## src/rtl/ofmap_writer.sv

```systemverilog
// ofmap_writer: requantizes ReLU results to 16 bits, buffers them in a small FIFO
// and writes them row-major into output-feature-map SRAM from a programmed base.
module ofmap_writer #(
  parameter int DATA_IN_W  = 36,
  parameter int DATA_OUT_W = 16,
  parameter int ADDR_W     = 16,
  parameter int FIFO_DEPTH = 4
) (
  input  logic                  clk,
  input  logic                  rst_n,
  input  logic                  start,
  input  logic [ADDR_W-1:0]     base_addr,
  input  logic [7:0]            map_w,
  input  logic [7:0]            map_h,
  input  logic [4:0]            shift,
  input  logic                  in_valid,
  output logic                  in_ready,
  input  logic [DATA_IN_W-1:0]  img_res,
  output logic                  sram_wr_en,
  output logic [ADDR_W-1:0]     sram_addr,
  output logic [DATA_OUT_W-1:0] sram_wdata,
  input  logic                  sram_gnt,
  output logic                  busy,
  output logic                  done
);
  localparam int PW = $clog2(FIFO_DEPTH);
  localparam logic [DATA_IN_W:0] SAT = (DATA_IN_W+1)'(32767);

  typedef enum logic [1:0] {IDLE, RUN, DRAIN, DONE} state_t;

  state_t                  state_q, state_d;
  logic [ADDR_W-1:0]       base_q, base_d;
  logic [15:0]             total_q, total_d, acc_q, acc_d, wr_q, wr_d, tot_new;
  logic [4:0]              shift_q, shift_d;
  logic [PW-1:0]           rd_q, rd_d, wp_q, wp_d;
  logic [PW:0]             cnt_q, cnt_d;
  logic [DATA_OUT_W-1:0]   mem_q [FIFO_DEPTH];
  logic [DATA_IN_W:0]      rnd, sum, r, sat_r;
  logic [DATA_OUT_W-1:0]   word;
  logic                    push, pop, full, empty;

  // Rounded right shift at DATA_IN_W+1 bits so the rounding add never overflows
  always_comb begin
    rnd   = (shift_q == 5'd0) ? '0 : ((DATA_IN_W+1)'(1) << (shift_q - 5'd1));
    sum   = {1'b0, img_res} + rnd;
    r     = sum >> shift_q;
    sat_r = (r > SAT) ? SAT : r;
    word  = sat_r[DATA_OUT_W-1:0];
  end

  assign full       = cnt_q == (PW+1)'(FIFO_DEPTH);
  assign empty      = cnt_q == '0;
  assign in_ready   = (state_q == RUN) && !full && (acc_q < total_q);
  assign push       = in_valid && in_ready;
  assign sram_wr_en = !empty;
  assign pop        = sram_wr_en && sram_gnt;
  assign sram_addr  = base_q + ADDR_W'(wr_q);
  assign sram_wdata = empty ? '0 : mem_q[rd_q];
  assign busy       = state_q != IDLE;
  assign done       = state_q == DONE;
  assign tot_new    = 16'(map_w) * 16'(map_h);

  always_comb begin
    state_d = state_q;
    base_d  = base_q;
    total_d = total_q;
    shift_d = shift_q;
    acc_d   = acc_q + 16'(push);
    wr_d    = wr_q + 16'(pop);
    rd_d    = rd_q + PW'(pop);
    wp_d    = wp_q + PW'(push);
    cnt_d   = cnt_q + (PW+1)'(push) - (PW+1)'(pop);
    case (state_q)
      IDLE: if (start) begin
        base_d  = base_addr;
        total_d = tot_new;
        shift_d = shift;
        acc_d   = '0;
        wr_d    = '0;
        state_d = (tot_new == 16'd0) ? DONE : RUN;
      end
      RUN:   state_d = (acc_d == total_q) ? DRAIN : RUN;
      DRAIN: state_d = (cnt_d == '0 && wr_d == total_q) ? DONE : DRAIN;
      default: state_d = IDLE;
    endcase
  end

  always_ff @(posedge clk or negedge rst_n) begin
    if (!rst_n) begin
      state_q <= IDLE;
      base_q  <= '0;
      total_q <= '0;
      shift_q <= '0;
      acc_q   <= '0;
      wr_q    <= '0;
      rd_q    <= '0;
      wp_q    <= '0;
      cnt_q   <= '0;
    end else begin
      state_q <= state_d;
      base_q  <= base_d;
      total_q <= total_d;
      shift_q <= shift_d;
      acc_q   <= acc_d;
      wr_q    <= wr_d;
      rd_q    <= rd_d;
      wp_q    <= wp_d;
      cnt_q   <= cnt_d;
    end
  end

  // Storage needs no reset: the head is masked to zero whenever the FIFO is empty
  always_ff @(posedge clk) begin
    if (push) mem_q[wp_q] <= word;
  end
endmodule

```

## config.mk

```make
export PLATFORM = sky130hd
export DESIGN_NAME = ofmap_writer
export DESIGN_NICKNAME = d
export VERILOG_FILES = /design/src/rtl/ofmap_writer.sv
export SDC_FILE = /design/constraint.sdc
export NUM_CORES = 1
export LEC_CHECK = 0
export BUFFER_PORTS_ARGS = -buffer_cell sky130_fd_sc_hd__buf_4
export CAP_MARGIN = 20
export CORE_ASPECT_RATIO = 1.4
export CORE_MARGIN = 2
export CORE_UTILIZATION = 56
export CTS_CLUSTER_DIAMETER = 30
export DETAILED_ROUTE_END_ITERATION = 8
export PLACE_DENSITY_LB_ADDON = 0.12
export SYNTH_ARGS = -nofsm -noshare
export SYNTH_HDL_FRONTEND = slang
export SYNTH_SLANG_ARGS = --single-unit
export TNS_END_PERCENT = 10
```

## constraint.sdc

```tcl
create_clock -name clk -period 5.1 [get_ports clk]
set_input_delay 1.02 -clock clk [delete_from_list [all_inputs] [get_ports clk]]
set_output_delay 1.02 -clock clk [all_outputs]
set_load 0.01 [all_outputs]
```

==> metrics.md, run 1 <==
| Metric | Value |
|---|---|
| Final hold vios | `0` |
| Top-Level Pins | `114` |
| Clock share of power | `0.120` |
| Total core area | `25200 µm²` |
| DRC | `0` |
| Overall global routing resource usage | `0.314` |
| Leading area contributor after synthesis | `dfrtp_1` |
| Total chip power | `9.94 mW` |
| RD Place Congestion | `0.981` |
| Share of cells above drive strength 1 | `0.282` |
| Largest net degree at the start of global routing | `79` |
| Seq/Total Area, Yosys | `0.273` |
| Fin Hold WS | `483 ps` |
| Status | `completed` |
| CP endpoint kind | `register` |
| Die W | `139 µm` |
| Slew @ Worst Pin | `981 ps` |
| Minimum clock period | `5080 ps` |
| DRT iter0 DRCs | `869` |
| Period utilization | `0.996` |
| Clock skew | `6.14 ps` |
| Area Overhead vs Synth | `26.6%` |
| Critical path cell sequence | `buf_4 > buf_4 > and2_1 > fa_1 > ha_1 > inv_1 > fa_1 > fa_1 > inv_1 > ha_1 > inv_1 > o21ai_1 > a21oi_2 > o21ai_0 > a21oi_1 > o21ai_1 > a21oi_2 > o21bai_1 > a21oi_2 > xnor2_1 > mux2_2` |
| Main area contributors after synthesis | `dfrtp_1 (14%), edfxtp_1 (14%), ha_1 (9.3%)` |
| Cell Area, Placed | `17100 µm²` |
| EDFF count, synth | `64` |
| Vias in the first global route | `13400` |
| Row count | `69` |
| Total Die Area | `26700 µm²` |
| Top delay family on crit path | `adder cells` |
| Asr flop ratio synth | `0.549` |
| Synth Warn # | `0` |
| Setup TNS | `0 ps` |
| WP data arrival | `5390 ps` |
| Routed Antenna Nets | `0` |
| DP HPWL | `33800 µm` |
| Pwr dens | `553 nW/µm²` |
| DR pass1 iterations | `5` |
| Clk buf depth | `2` |
| Setup-failing EPs final | `0` |
| Count leader, synth | `nand2_1` |
| Final instance area | `18000 µm²` |
| Routed len/inst | `18.8 µm` |
| RSZ-0062 raised after global routing | `yes` |
| Distinct cells, synth | `99` |
| Peak supply drop | `0.558 mV` |
| # Max-Cap Violations | `0` |
| Drt total wl | `42400 µm` |
| H-tree depth | `4` |
| Combinational power share | `0.686` |
| Initial antenna violation count | `0` |
| Clock sink count | `142` |
| Maximum clock rate | `197 MHz` |
| Antenna cell count | `0` |
| Cell Int Power | `5.55 mW` |
| Clock Tree Root | `clkbuf_16` |
| Vias/cell | `5.91` |
| Cells after synthesis | `1601` |
| Net Sw Frac | `0.442` |
| CTS tree | `built` |
| CP max-delay cell | `fa_1` |
| Final-report max-slew violation count | `0` |
| Worst-path clk slew | `60 ps` |
| Final layout net count | `2145` |
| GRT overflow | `0` |
| CP Launch Type | `input pin` |
| CTS hold repair buffers | `0` |
| Max stage delay on crit path | `540 ps` |
| Slew headroom | `0.346` |
| Synth Flop Type | `dfrtp_1` |
| Flops & latches, synth | `142` |
| Clock Latency Late Sink | `420 ps` |
| Min-Delay Path Class | `register to register` |
| Chip Height | `192 µm` |
| CP Max Fanout | `4` |
| Global-route wire length before repair | `67100 µm` |
| Syn_area_per_cell | `8.87 µm²` |
| Vias after detailed routing | `13300` |
| Post-Syn Area | `14200 µm²` |
| Initial core utilization | `0.564` |
| P_sw | `4.39 mW` |
| # fillers | `2056` |
| Required time worst endpoint | `5410 ps` |
| Top cell type's share of synthesized area | `0.137` |
| CP Class | `input pin to register` |
| Leakage | `8.10 nW` |
| Port bufs | `113` |
| Num CTS Buffers | `17` |
| Top cells by count, synth | `nand2_1 (190), nor2_1 (139), ha_1 (106), inv_1 (101), xnor2_1 (81)` |
| Reg power frac | `0.193` |
| WP buf/inv | `5` |
-- final timing paths --
| path | startpoint | to | slack (ps) | cells after the start |
|---|---|---|---|---|
| setup / recovery | map_w[2] | total_q[14]$_DFFE_PN0P_ | 20 | 21 |
| hold / removal | base_q[9]$_DFFE_PN0P_ | base_q[9]$_DFFE_PN0P_ | 480 | 2 |
| setup reg to reg | shift_q[0]$_DFFE_PN0P_ | mem_q[0][1]$_DFFE_PP_ | 150 | 18 |
| hold reg to reg | base_q[9]$_DFFE_PN0P_ | base_q[9]$_DFFE_PN0P_ | 480 | 2 |
| max in group asynchronous | rst_n | shift_q[1]$_DFFE_PN0P_ | 3650 | 1 |
| min in group asynchronous | rst_n | rd_q[1]$_DFF_PN0_ | 750 | 1 |
-- per-layer routing --
layer | track usage | share of wire | vias up
met5 | 0 | 0 | -
met4 | 0.172 | 0.055 | 0
met3 | 0.0293 | 0.038 | 141
met2 | 0.562 | 0.50 | 405
met1 | 0.375 | 0.41 | 6396
li1 | - | - | 6381
-- worst register-to-register path, cell delays in order (launching register included) --
cell and delay (ps):
dfrtp_2 470, inv_2 150, nand2_1 190, buf_4 200, nor3_1 200, ha_1 340, buf_4 200, nand2_1 70
o21ai_1 110, or4_1 510, mux2_2 270, o311a_2 190, mux4_2 520, mux2i_1 250, and2_1 210, a32oi_2 80
nor4_4 340, buf_12 190, o211ai_1 170
-- flip-flops by register name, indices dropped and copies added (netlist names) --
signal   cells
wp_q         2
total_q     16
shift_q      5
state_q      2
cnt_q        3
mem_q       64
base_q      16
rd_q         2
acc_q       16
wr_q        16
-- final cells by class --
class,count,area (µm²),area share
Clock buffer,18,429,0.0239
Clock inverter,14,143,0.00793
Inverter,101,379,0.0211
Multi-Input combinational cell,1287,9910,0.551
Sequential cell,142,3880,0.216
Tap cell,319,399,0.0222
Timing Repair Buffer,373,2850,0.158
-- logic make-up (layout without fill, tap and decap cells) --
| kind of cell | Yosys count | count (layout) | synth area share |
|---|---|---|---|
| flip-flops | 142 | 142 | 0.273 |
| XOR/XNOR | 115 | 115 | 0.0719 |
| multiplexers | 70 | 70 | 0.0726 |
| buffers and inverters | 176 | 506 | 0.0515 |
| AND/OR/NAND/NOR | 605 | 605 | 0.209 |
| AO/OA/AOI/OAI | 347 | 347 | 0.174 |
| other | 1 | 5 | 0.000264 |
| adder cells (fa/ha/maj) | 145 | 145 | 0.148 |
-- placed cells by master (no fill, tap or decap), types with 8 or more instances in the layout --
cell type	instances
a31oi_1	8
o21a_1	10
nand4_1	32
mux4_2	26
nand2b_1	10
ha_1	103
a21o_1	26
nand3_1	35
o211ai_1	8
a21oi_2	16
nor2_1	139
xor2_1	30
inv_1	98
buf_4	370
a211oi_1	22
nand2_1	188
a21oi_1	60
edfxtp_1	64
fa_1	36
dfrtp_1	74
o21ai_1	18
mux2i_1	39
or3_1	11
nor2b_1	25
nor3_1	36
and2_1	57
o22ai_1	14
clkbuf_16	17
xnor2_1	79
and3_1	12
o21ai_0	56
-- timing repair --
| action | CTS | global route |
|---|---|---|
| cloned | 0 | 0 |
| setup buffers | 0 | 5 |
| resized for setup | 4 | 74 |
| pin swaps | 1 | 26 |
| setup endpoints to repair | 41 | 67 |
-- metrics by stage --
step	util	instances	setup slack [ps]
global placement	0.677	2216	-352
global route	0.713	2254	-241
finish	0.713	2254	18.0
detailed placement	0.677	2216	-441
CTS	0.701	2248	4.20
floorplan	-	1605	-35.8
-- power groups by stage --
| stage | registers [mW] | clock network, mW | logic (mW) |
|---|---|---|---|
| after CTS | 1.94 | 1.21 | 6.46 |
| after detailed placement | 1.96 | 0 | 6.41 |
| after global routing | 1.96 | 1.26 | 7.39 |
| final | 1.92 | 1.20 | 6.83 |
| after floorplan | 1.79 | 0 | 3.99 |
| after global placement | 1.94 | 0 | 6.29 |
No activity file was read; power rests on OpenSTA's default activity.
==> run 2: changes to the inputs <==
--- a/config.mk
+++ b/config.mk
@@ -9,10 +9,11 @@
 export CAP_MARGIN = 20
 export CORE_ASPECT_RATIO = 1.4
 export CORE_MARGIN = 2
-export CORE_UTILIZATION = 56
+export CORE_UTILIZATION = 55
 export CTS_CLUSTER_DIAMETER = 30
 export DETAILED_ROUTE_END_ITERATION = 8
 export PLACE_DENSITY_LB_ADDON = 0.12
+export SKIP_CTS_REPAIR_TIMING = 1
 export SYNTH_ARGS = -nofsm -noshare
 export SYNTH_HDL_FRONTEND = slang
 export SYNTH_SLANG_ARGS = --single-unit
==> metrics.md, run 2 (synthesis results as in run 1) <==
| Metric | Value |
|---|---|
| Status | `completed` |
| Required time worst endpoint | `5280 ps` |
| Initial core utilization | `0.560` |
| Critical path cell sequence | `buf_4 > buf_4 > nand2_1 > buf_4 > nor3_2 > ha_1 > nand2_1 > a211oi_2 > o21bai_2 > buf_4 > a21oi_1 > or4_1 > nand2_1 > mux2i_2 > o22ai_1 > a222oi_1 > buf_4 > o211ai_1 > nor4_4 > buf_12 > o211ai_1 > buf_4` |
| Row count | `69` |
| Routed len/inst | `18.4 µm` |
| Routed Antenna Nets | `0` |
| Dpl ws | `-470 ps` |
| Minimum clock period | `5010 ps` |
| Die W | `140 µm` |
| Max stage delay on crit path | `410 ps` |
| DRT iter0 DRCs | `753` |
| Initial antenna violation count | `0` |
| DP HPWL | `32600 µm` |
| Setup-failing EPs final | `0` |
| # Max-Cap Violations | `0` |
| Maximum clock rate | `200 MHz` |
| CP Max Fanout | `15` |
| Vias after detailed routing | `13300` |
| Min-Delay Path Class | `register to register` |
| Worst-path clk slew | `60 ps` |
| Area Overhead vs Synth | `25.9%` |
| Clock Tree Root | `clkbuf_16` |
| Clk buf depth | `2` |
| Clock sink count | `142` |
| Largest net degree at the start of global routing | `79` |
| H-tree depth | `4` |
| DR pass1 iterations | `5` |
| WP data arrival | `5190 ps` |
| Largest register FFs | `64` |
| Peak supply drop | `0.499 mV` |
| Vias in the first global route | `13200` |
| Total core area | `25400 µm²` |
| Drt total wl | `41000 µm` |
| Met2 global-route usage | `0.528` |
| Largest Register | `mem_q` |
| Period utilization | `0.982` |
| Antenna cell count | `0` |
| Global route hottest layer | `met2` |
| Top-Level Pins | `114` |
| Slew headroom | `0.354` |
| RSZ-0062 raised after global routing | `yes` |
| CP Class | `register to register` |
| Leakage | `7.99 nW` |
| Final WS setup | `93.5 ps` |
| Clock skew | `7.25 ps` |
| Final-report max-slew violation count | `0` |
| CP Launch Type | `register` |
| WP buf/inv | `7` |
| Num CTS Buffers | `17` |
| CP max-delay cell | `dfrtp_1` |
| CTS tree | `built` |
| Vias/cell | `5.94` |
| RD Place Congestion | `1.02` |
| CP endpoint kind | `register` |
| Core Util, Final | `0.705` |
| Global-route wire length before repair | `66100 µm` |
| Pwr dens | `548 nW/µm²` |
| Final layout net count | `2124` |
| DRC | `0` |
| CP dominant cell by count | `buf_4` |
| Overall global routing resource usage | `0.300` |
| Share of cells above drive strength 1 | `0.281` |
| Final hold vios | `0` |
| Top delay family on crit path | `compound AO/OA/AOI/OAI gates` |
| GRT overflow | `0` |
| Total Die Area | `27200 µm²` |
| Slew @ Worst Pin | `970 ps` |
| Chip Height | `194 µm` |
| Most frequent cells in the layout | `buf_4 (347), nand2_1 (187), nor2_1 (134), ha_1 (101), inv_1 (97)` |
| Clock Latency Late Sink | `420 ps` |
| Leading cell type in the layout, fill and taps excluded | `buf_4` |
| GR Layer Usage met1 | `0.379` |
| # fillers | `2088` |
| Met3 Usage GRT | `0.0296` |
| Port bufs | `113` |
==> run 2: cell types whose count changed in the layout (fill, tap and decap cells not counted), sizes merged <==
cell	previous run	this run
bufinv	2	1
clkbuf	18	21
clkinv	9	6
inv	103	101
buf	373	352
clkinvlp	1	4
==> run 2: layout make-up <==
cell class	count	area, µm²	area share
Inverter	101	379	0.0212
Sequential cell	142	3880	0.217
Tap cell	319	399	0.0223
Multi-Input combinational cell	1287	9980	0.558
Clock inverter	11	93.8	0.00525
Clock buffer	21	460	0.0257
Timing Repair Buffer	352	2700	0.151
==> run 2: where the power goes <==
part	total (mW)	switching, mW	internal (mW)	leakage, nW
clock	1.16	0.465	0.691	0.265
combinational	6.75	3.57	3.18	6.21
sequential	1.90	0.287	1.62	1.51
total	9.81	4.32	5.49	7.99
==> run 2: metal layers <==
metal | up-vias | share of wire
li1 | 6340 | -
met1 | 6405 | 0.41
met2 | 403 | 0.50
met3 | 112 | 0.045
met4 | 0 | 0.039
met5 | - | 0
==> run 2: worst reg2reg max path, delay by kind of cell (launching register included) <==
family                   cells  cell delay (ps)
adder cells (fa/ha/maj)      1              380
buffers and inverters        7             1280
multiplexers                 1              220
AO/OA/AOI/OAI                7             1500
AND/OR/NAND/NOR              6              980
flip-flops                   1              410
==> run 2: final timing paths <==
| path | startpoint | slack [ps] | end | cells past startpoint |
|---|---|---|---|---|
| max | shift_q[0]$_DFFE_PN0P_ | 90 | mem_q[3][1]$_DFFE_PP_ | 22 |
| min | base_q[10]$_DFFE_PN0P_ | 480 | base_q[10]$_DFFE_PN0P_ | 2 |
| max reg2reg | shift_q[0]$_DFFE_PN0P_ | 90 | mem_q[3][1]$_DFFE_PP_ | 22 |
| min reg2reg | base_q[10]$_DFFE_PN0P_ | 480 | base_q[10]$_DFFE_PN0P_ | 2 |
| max in group asynchronous | rst_n | 3660 | shift_q[1]$_DFFE_PN0P_ | 1 |
| min in group asynchronous | rst_n | 750 | base_q[0]$_DFFE_PN0P_ | 1 |
==> run 2: per-stage QoR <==
step	setup TNS (ps)	instances	hold slack (ps)	area (µm²)	power, mW
2_1_floorplan	-35.9	1605	450	14200	5.78
3_3_place_gp	-3330	2192	464	16900	8.17
3_5_place_dp	-8120	2192	474	16900	8.29
4_1_cts	-4560	2224	488	17400	9.49
5_1_grt	-627	2233	517	17900	10.5
6_report	0	2233	480	17900	9.81
==> run 3: changes to the inputs <==
--- a/config.mk
+++ b/config.mk
@@ -5,6 +5,7 @@
 export SDC_FILE = /design/constraint.sdc
 export NUM_CORES = 1
 export LEC_CHECK = 0
+export ABC_AREA = 1
 export BUFFER_PORTS_ARGS = -buffer_cell sky130_fd_sc_hd__buf_4
 export CAP_MARGIN = 20
 export CORE_ASPECT_RATIO = 1.4
==> metrics.md, run 3 <==
| Metric | Value |
|---|---|
| R2R depth | `35` |
| Initial antenna violation count | `0` |
| Peak supply drop | `0.394 mV` |
| CP Max Fanout | `5` |
| Post-Syn Area | `14200 µm²` |
| Final layout net count | `2407` |
| Leading cell type in the layout, fill and taps excluded | `nand2_1` |
| Min-Delay Path Class | `register to register` |
| CTS tree | `built` |
| Vias after detailed routing | `13500` |
| CP endpoint kind | `register` |
| Syn_area_per_cell | `6.85 µm²` |
| CP Class | `input pin to register` |
| Routed Antenna Nets | `0` |
| Post-Synth Adder-Cell Area | `0.148` |
| Die W | `140 µm` |
| Cell Area, Placed | `15600 µm²` |
| Clock sink count | `142` |
| H-tree depth | `4` |
| Mux contribution to synthesized area | `0.00211` |
| Crit Reg-Reg Startpoint | `shift_q[0]$_DFFE_PN0P_` |
| Synth Flop Type | `dfrtp_1` |
| Most frequent cells in the layout | `nand2_1 (539), inv_1 (285), nor2_1 (216), nand3_1 (200), buf_4 (163)` |
| Vias in the first global route | `12900` |
| Drt total wl | `36800 µm` |
| Placed Instances | `2483` |
| Non-filler cells, final | `2516` |
| Cells after synthesis | `2076` |
| Minimum clock period | `4740 ps` |
| Total core area | `25400 µm²` |
| Post-synthesis simple-gate area fraction | `0.321` |
| Setup-failing EPs final | `0` |
| Final instance area | `16300 µm²` |
| Met2 routed WL | `17900 µm` |
| Leakage | `8.35 nW` |
| Final-report max-slew violation count | `0` |
| RD Place Congestion | `0.965` |
| Antenna cell count | `0` |
| Overall global routing resource usage | `0.271` |
| Largest net degree at the start of global routing | `79` |
| Clock skew | `7.41 ps` |
| Chip Height | `194 µm` |
| Clock Tree Root | `clkbuf_16` |
| Seq/Total Area, Yosys | `0.273` |
| Total chip power | `8.74 mW` |
| Core Util, Final | `0.641` |
| Setup crit end | `state_q[1]$_DFFE_PN0P_` |
| DR pass1 iterations | `5` |
| WL met1 | `16400 µm` |
| # Max-Cap Violations | `0` |
| Period utilization | `0.929` |
| Leading area contributor after synthesis | `nand2_1` |
| Final hold vios | `0` |
| WP data arrival | `5060 ps` |
| Slew @ Worst Pin | `974 ps` |
| Largest register FFs | `64` |
| R2R Path End | `mem_q[3][5]$_DFFE_PP_` |
| CP Launch Type | `input pin` |
| Required time worst endpoint | `5420 ps` |
| Worst-path clk slew | `60 ps` |
| EDFF count, synth | `64` |
| GRT overflow | `0` |
| Asr flop ratio synth | `0.549` |
| Post-synthesis compound-gate area fraction | `0.0959` |
| DRT iter0 DRCs | `825` |
| Count leader, synth | `nand2_1` |
| Top cell type's share of synthesized area | `0.143` |
| Largest Register | `mem_q` |
| DRC | `0` |
| Fin Hold WS | `478 ps` |
| Port bufs | `113` |
| Total Die Area | `27200 µm²` |
| Area Overhead vs Synth | `14.5%` |
| Setup slack, reg-to-reg | `470 ps` |
| Worst Setup SP | `map_w[2]` |
| Routed len/inst | `14.6 µm` |
| Status | `completed` |
| Initial core utilization | `0.560` |
| Main area contributors after synthesis | `nand2_1 (14%), dfrtp_1 (14%), edfxtp_1 (14%)` |
| Top-Level Pins | `114` |
| Clock Latency Late Sink | `430 ps` |
| Global-route wire length before repair | `60600 µm` |
| Pwr dens | `537 nW/µm²` |
| Metal3 WL | `1610 µm` |
| Clk buf depth | `2` |
| Share of cells above drive strength 1 | `0.130` |
| XOR/XNOR Fraction of Synth Area | `0.0561` |
| Distinct cells, synth | `54` |
| DP HPWL | `28800 µm` |
| Maximum clock rate | `211 MHz` |
| Synth Warn # | `0` |
| Top sig layer | `met4` |
| Vias/cell | `5.37` |
| # fillers | `2359` |
| Slew headroom | `0.350` |
| Row count | `69` |
| Flops & latches, synth | `142` |
| Num CTS Buffers | `17` |
| Top cells by count, synth | `nand2_1 (542), inv_1 (287), nor2_1 (223), nand3_1 (203), o21ai_0 (119)` |
| Largest family of logic cells by synthesized area | `simple AND/OR/NAND/NOR gates` |
[run 3: cells by family after synthesis]
family,Yosys count
simple gates,1065
buf+inv,380
compound gates,249
fa+ha+maj,145
flops,142
xor+xnor,91
mux,3
other cells,1
[run 3: how the worst min path moves through the flow]
stage	startpoint	endpoint	slack [ps]	cells past startpoint
finish	base_q[4]$_DFFE_PN0P_	base_q[4]$_DFFE_PN0P_	480	2
global route	base_q[2]$_DFFE_PN0P_	base_q[2]$_DFFE_PN0P_	510	2
CTS	base_q[9]$_DFFE_PN0P_	base_q[9]$_DFFE_PN0P_	480	2
detailed placement	base_q[9]$_DFFE_PN0P_	base_q[9]$_DFFE_PN0P_	470	2
global placement	base_q[0]$_DFFE_PN0P_	base_q[0]$_DFFE_PN0P_	460	2
floorplan	base_q[0]$_DFFE_PN0P_	base_q[0]$_DFFE_PN0P_	450	2
[run 3: per-layer routing]
| layer | vias to the layer above | track usage |
|---|---|---|
| met4 | 0 | 0.0830 |
| met1 | 6248 | 0.357 |
| met5 | - | 0 |
| met3 | 62 | 0.0286 |
| met2 | 355 | 0.471 |
| li1 | 6853 | - |
[run 3: final cells by class]
type                       instances  area [µm²]  area share
multi-input combinational       1558        9010       0.553
tap                              319         399      0.0245
clock inverter                    11         140     0.00861
sequential                       142        3870       0.238
clock buffer                      21         460      0.0283
timing repair buffer             166        1270      0.0783
inverter                         299        1120      0.0689
[run 3: where the power goes]
group	switching [mW]	leakage (nW)	total, mW	internal, mW
registers	0.263	1.49	1.80	1.53
logic	3.51	6.57	5.69	2.18
clock network	0.464	0.297	1.25	0.791
total	4.24	8.35	8.74	4.50
[run 3: critical path: stages]
cell and delay, ps:
buf_4 140, buf_4 130, nand2_1 50, inv_1 50
fa_1 540, inv_1 60, fa_1 510, fa_1 540
inv_1 50, fa_1 470, ha_1 360, nand2_1 90
buf_4 140, o21ai_0 180, nand2_1 70, o2111a_1 150
xnor2_1 180, nor2_1 70, nand2_1 60, o211ai_1 90
nand2_1 80, inv_1 40
[run 3: per-stage QoR]
step	TNS, ps	setup slack (ps)
detailed placement	-284	-191
CTS	0	214
finish	0	364
floorplan	0	15.9
global placement	-216	-174
global route	-82.2	-8.39
